**src/rtl/arm_mc_pkg.sv**
```systemverilog
// Shared encodings for the multicycle ARM controller: FSM states, ALU controls,
// instruction classes and data-processing commands.
package arm_mc_pkg;

  typedef enum logic [3:0] {
    FETCH    = 4'd0,
    DECODE   = 4'd1,
    MEMADR   = 4'd2,
    MEMRD    = 4'd3,
    MEMWB    = 4'd4,
    MEMWR    = 4'd5,
    EXECUTER = 4'd6,
    EXECUTEI = 4'd7,
    ALUWB    = 4'd8,
    BRANCH   = 4'd9,
    UNKNOWN  = 4'd10
  } statetype;

  localparam logic [1:0] ALU_ADD = 2'b00;
  localparam logic [1:0] ALU_SUB = 2'b01;
  localparam logic [1:0] ALU_AND = 2'b10;
  localparam logic [1:0] ALU_ORR = 2'b11;

  localparam logic [1:0] OP_DP  = 2'b00;
  localparam logic [1:0] OP_MEM = 2'b01;
  localparam logic [1:0] OP_BR  = 2'b10;
  localparam logic [1:0] OP_UND = 2'b11;

  localparam logic [3:0] CMD_AND = 4'b0000;
  localparam logic [3:0] CMD_SUB = 4'b0010;
  localparam logic [3:0] CMD_ADD = 4'b0100;
  localparam logic [3:0] CMD_CMP = 4'b1010;
  localparam logic [3:0] CMD_ORR = 4'b1100;

endpackage

```
**src/rtl/aludec.sv**
```systemverilog
// ALU decoder: maps the data-processing cmd/S bits to ALU control, flag-write
// enables and the compare-only NoWrite qualifier.
module aludec
  import arm_mc_pkg::*;
(
  input  logic       ALUOp,
  input  logic [4:0] Funct,
  output logic [1:0] ALUControl,
  output logic [1:0] FlagW,
  output logic       NoWrite
);

  logic w_known;

  always_comb begin
    ALUControl = ALU_ADD;
    FlagW      = '0;
    NoWrite    = 1'b0;
    w_known    = 1'b0;
    if (ALUOp) begin
      w_known = 1'b1;
      case (Funct[4:1])
        CMD_ADD: ALUControl = ALU_ADD;
        CMD_SUB: ALUControl = ALU_SUB;
        CMD_AND: ALUControl = ALU_AND;
        CMD_ORR: ALUControl = ALU_ORR;
        CMD_CMP: begin
          ALUControl = ALU_SUB;
          NoWrite    = 1'b1;
        end
        default: w_known = 1'b0;
      endcase
      // Unsupported commands leave every flag enable cleared, even with S set.
      if (w_known) begin
        FlagW[1] = Funct[0];
        FlagW[0] = Funct[0] & ((ALUControl == ALU_ADD) | (ALUControl == ALU_SUB));
      end
    end
  end

endmodule

```
**src/rtl/main_fsm.sv**
```systemverilog
// Multicycle ARM main controller: Moore state register plus combinational
// per-state datapath controls; reset masks every write/flag enable.
module main_fsm
  import arm_mc_pkg::*;
#(
  parameter bit ILLEGAL_TRAP = 1'b1
) (
  input  logic       clk,
  input  logic       reset,
  input  logic [1:0] Op,
  input  logic [5:0] Funct,
  input  logic [3:0] Rd,
  output logic       IRWrite,
  output logic       AdrSrc,
  output logic       NextPC,
  output logic       ALUSrcA,
  output logic [1:0] ALUSrcB,
  output logic [1:0] ResultSrc,
  output logic [1:0] ALUControl,
  output logic [1:0] ImmSrc,
  output logic [1:0] RegSrc,
  output logic [1:0] FlagW,
  output logic       PCS,
  output logic       RegW,
  output logic       MemW,
  output logic       NoWrite,
  output logic [3:0] state
);

  statetype   r_state;
  logic       w_irwrite, w_nextpc, w_regw, w_memw, w_branch, w_aluop, w_nowrite;
  logic [1:0] w_flagw;

  always_ff @(posedge clk or negedge reset) begin
    if (!reset) begin
      r_state <= FETCH;
    end else begin
      case (r_state)
        FETCH:    r_state <= DECODE;
        DECODE: begin
          case (Op)
            OP_MEM:  r_state <= MEMADR;
            OP_DP:   r_state <= Funct[5] ? EXECUTEI : EXECUTER;
            OP_BR:   r_state <= BRANCH;
            default: r_state <= UNKNOWN;
          endcase
        end
        MEMADR:   r_state <= Funct[0] ? MEMRD : MEMWR;
        MEMRD:    r_state <= MEMWB;
        EXECUTER: r_state <= ALUWB;
        EXECUTEI: r_state <= ALUWB;
        UNKNOWN:  r_state <= ILLEGAL_TRAP ? UNKNOWN : FETCH;
        default:  r_state <= FETCH;
      endcase
    end
  end

  always_comb begin
    w_irwrite = 1'b0;
    w_nextpc  = 1'b0;
    w_regw    = 1'b0;
    w_memw    = 1'b0;
    w_branch  = 1'b0;
    w_aluop   = 1'b0;
    AdrSrc    = 1'b0;
    ALUSrcA   = 1'b0;
    ALUSrcB   = '0;
    ResultSrc = '0;
    case (r_state)
      FETCH: begin
        w_irwrite = 1'b1;
        w_nextpc  = 1'b1;
        ALUSrcA   = 1'b1;
        ALUSrcB   = 2'b10;
        ResultSrc = 2'b10;
      end
      DECODE: begin
        ALUSrcA   = 1'b1;
        ALUSrcB   = 2'b10;
        ResultSrc = 2'b10;
      end
      MEMADR:   ALUSrcB = 2'b01;
      MEMRD:    AdrSrc  = 1'b1;
      MEMWB: begin
        ResultSrc = 2'b01;
        w_regw    = 1'b1;
      end
      MEMWR: begin
        AdrSrc = 1'b1;
        w_memw = 1'b1;
      end
      EXECUTER: w_aluop = 1'b1;
      EXECUTEI: begin
        ALUSrcB = 2'b01;
        w_aluop = 1'b1;
      end
      ALUWB:    w_regw = 1'b1;
      BRANCH: begin
        ALUSrcB   = 2'b01;
        ResultSrc = 2'b10;
        w_branch  = 1'b1;
      end
      default: ;
    endcase
  end

  aludec u_aludec (
    .ALUOp      (w_aluop),
    .Funct      (Funct[4:0]),
    .ALUControl (ALUControl),
    .FlagW      (w_flagw),
    .NoWrite    (w_nowrite)
  );

  // Enables are masked by reset directly so a write aborts in the same cycle.
  assign IRWrite = w_irwrite & reset;
  assign NextPC  = w_nextpc & reset;
  assign RegW    = w_regw & reset;
  assign MemW    = w_memw & reset;
  assign FlagW   = w_flagw & {2{reset}};
  assign NoWrite = w_nowrite & reset;
  assign PCS     = (((Rd == 4'hF) & w_regw) | w_branch) & reset;
  assign ImmSrc  = Op;
  assign RegSrc  = {(Op == OP_MEM), (Op == OP_BR)};
  assign state   = r_state;

endmodule

```
**config.mk**
```make
export PLATFORM = sky130hd
export DESIGN_NAME = main_fsm
export DESIGN_NICKNAME = d
export VERILOG_FILES = /design/src/rtl/arm_mc_pkg.sv /design/src/rtl/aludec.sv /design/src/rtl/main_fsm.sv
export SDC_FILE = /design/constraint.sdc
export NUM_CORES = 1
export LEC_CHECK = 0
export ABC_AREA = 0
export BUFFER_PORTS_ARGS = -buffer_cell sky130_fd_sc_hd__buf_2
export CAP_MARGIN = 20
export CELL_PAD_IN_SITES_DETAIL_PLACEMENT = 0
export CELL_PAD_IN_SITES_GLOBAL_PLACEMENT = 1
export CORE_MARGIN = 1.5
export CORE_UTILIZATION = 23
export CTS_CLUSTER_SIZE = 25
export DETAILED_ROUTE_END_ITERATION = 8
export GPL_TIMING_DRIVEN = 0
export PLACE_DENSITY_LB_ADDON = 0.1
export SYNTH_ARGS = -nofsm -noshare
export SYNTH_HDL_FRONTEND = slang
export SYNTH_SLANG_ARGS = --single-unit
```
**constraint.sdc**
```tcl
create_clock -name clk -period 1.3 [get_ports clk]
set_input_delay 0.195 -clock clk [delete_from_list [all_inputs] [get_ports clk]]
set_output_delay 0.195 -clock clk [all_outputs]
set_load 0.05 [all_outputs]
```
==> impl_results.md <==
* Area share of the largest cell type after synthesis at 20.2%
* WHS Path Cells at 3
* Count leader, synth: nor3_1
* Relative slew slack at 75.0%
* Area leader, netlist: dfrtp_1
* Total power at 3.61 mW
* Area occupied by registers at 105 um^2
* Critical setup path kind: register to primary output
* Synth cell count leaders: nor3_1 (8), buf_4 (5), a21oi_1 (4), dfrtp_1 (4)
* Peak supply drop at 2.12 mV
* Cells after Synth at 59
* Final hold slack at 0.268 ns
* Final Hold Vio Count at 0
* Maximum fanout along the worst path at 3
* Sequential share of the synthesized area at 20.2%
* DR iter-0 viols at 11
* DRT Pass-1 Iters at 2
* FFs w/ async S/R, synth at 100%
* Initial antenna violation count at 0
* Die H at 49.5 um
* DP Worst Slack at -0.304 ns
* Final GP Congestion at 0.730
* Starting Density at 24.8%
* Total gr overflow at 0
* Max reg flops at 4
* Setup ws final at -0.390 ns
* Placed insts at 123
* Fin. max-slew vios at 0
* Clk buf depth at 2
* Vias per cell at 4.73
* Data required, critical path at 1.11 ns
* Antenna Diode Count at 0
* Die width at 49.5 um
* PortBufs at 37
* Clock sink count at 4
* Post-Syn Area at 497 um^2
* Final min period at 1.69 ns
* Final period utilization at 130%
* Dominant synthesized flop cell: dfrtp_1
* Pleak at 0.538 nW
* HP Class: primary input to register
* Clock slew at reported path FFs at 0.04 ns
* Syn Area/Cell at 8.42 um^2
* CTS tree: built
* Vias at 681
* Library cells used by synthesis at 32
* Layout fillers at 173
* Largest net degree at the start of global routing at 11
* CTS buffer count at 3
* Finish-stage setup viols at 18
* Fin util at 63.1%
* Area of the multi-input gates at 524 um^2
* PD cells at 2850 nW/um^2
* Share of cells above drive strength 1 at 80.3%
* Core footprint at 2000 um^2
* Crit path launch type: register
* DRC at 0
* Worst Tran Pin Value at 0.374 ns
* Drt wl/cell at 13.0 um
* Post-synthesis sequential element count at 4
* Final #Nets at 133
* H-tree depth at 1
* Final wirelength at 1.88 mm
* CP Capture Type: primary output
* Total GRT Usage at 15.0%
* Vias in the first global route at 607
* CTS Root Cell: clkbuf_4
* RSZ-0062 raised after global routing: yes
* Skew final at 0.00440 ns
* Final non-filler cell total at 144
* Fmax at 0.592 GHz
* Clk_lat worst skew at 0.24 ns
* Rows at 16
* Synth warn at 0
* Max-cap violations at 0
* Reg2Reg Depth at 5
* Violations in the final reports: negative setup slack
* Worst path arrival time at 1.49 ns
* DIE AREA at 2450 um^2
* Boundary pin count at 38
* Post-route ant nets at 0
* Net Count, Synth at 73
* Hpwl dp at 1.20 mm
* EDFF count, synth at 0
* First-pass GRT wire length at 2.85 mm
* Status: complete, but fails checks
* Area Overhead vs Synth at 154%
* Synth area leaders: dfrtp_1 (20%), nor3_1 (8.1%), buf_4 (7.6%), nand4bb_4 (5.5%), buf_6 (4.5%)
==> per-stage QoR <==
step	setup TNS (ns)	area [um^2]
after floorplan	-5.88	649
after CTS	-4.28	1180
after detailed placement	-1.36	868
after global placement	-1.33	868
after global routing	-5.41	1260
final	-4.40	1260
==> layout make-up <==
type	count	area share, %
clock buffers	3	1.78
flip-flops and latches	4	8.32
well taps	27	2.67
plain buffers	7	7.33
inverters	3	1.88
repair buffers	55	36.5
multi-input cells	45	41.5
==> timing repair <==
| item | CTS | global route |
|---|---|---|
| resized for setup | 46 | 12 |
| endpoints found under the hold margin | 4 | 4 |
| buffers inserted | 11 | 5 |
| cloned | 1 | 0 |
| pin swaps | 8 | 8 |
| endpoints found under the setup margin | 16 | 19 |
==> where the power goes <==
group	leakage [nW]	switching (mW)	internal, mW
combinational	0.478	1.80	1.37
sequential	0.0460	0.0795	0.196
clock	0.0138	0.0552	0.104
==> metal layers <==
layer	up-vias	global-route usage [%]	wire length, um
met5	-	0	0
met4	0	0	0
met3	0	4.85	110
met2	25	23.6	923
met1	321	21.5	841
li1	335	-	-
==> cells by family after synthesis <==
logic type,Yosys count,synth area share [%]
buffers and inverters,10,14.4
and+or+nand+nor,27,38.5
AOI/OAI and AO/OA,15,21.7
xor gates and xnor gates,3,5.29
DFF,4,20.2
==> worst max-delay path, cell delays in order, from the launching register on <==
cell and delay [ns]:
dfrtp_2 0.40, nand4bb_4 0.21, or2_4 0.29, a211oi_4 0.16, buf_6 0.18
==> layout by cell type (no fill, tap or decap), types with 2 or more instances in the layout <==
master	Yosys	routed
xor2_1	2	2
nand2_1	2	2
a21oi_4	0	2
a211oi_4	0	2
o21ai_1	2	2
buf_12	0	2
dfrtp_2	0	4
nand2b_4	0	2
nor2b_1	3	3
nor3_4	0	7
buf_4	5	14
buf_2	0	21
buf_8	0	2
clkbuf_4	0	3
buf_6	2	21
==> worst paths after layout <==
path / slack (ns) / to / from
setup / recovery: -0.39 / FlagW[1] / state[3]
hold / removal: 0.27 / state[0] / Funct[5]
setup reg to reg: -0.13 / state[1] / state[3]
hold reg to reg: 0.64 / state[0] / state[0]
max in group asynchronous: 0.65 / state[0] / reset
min in group asynchronous: 0.45 / state[3] / reset
Power figures use the tool's default switching activity.
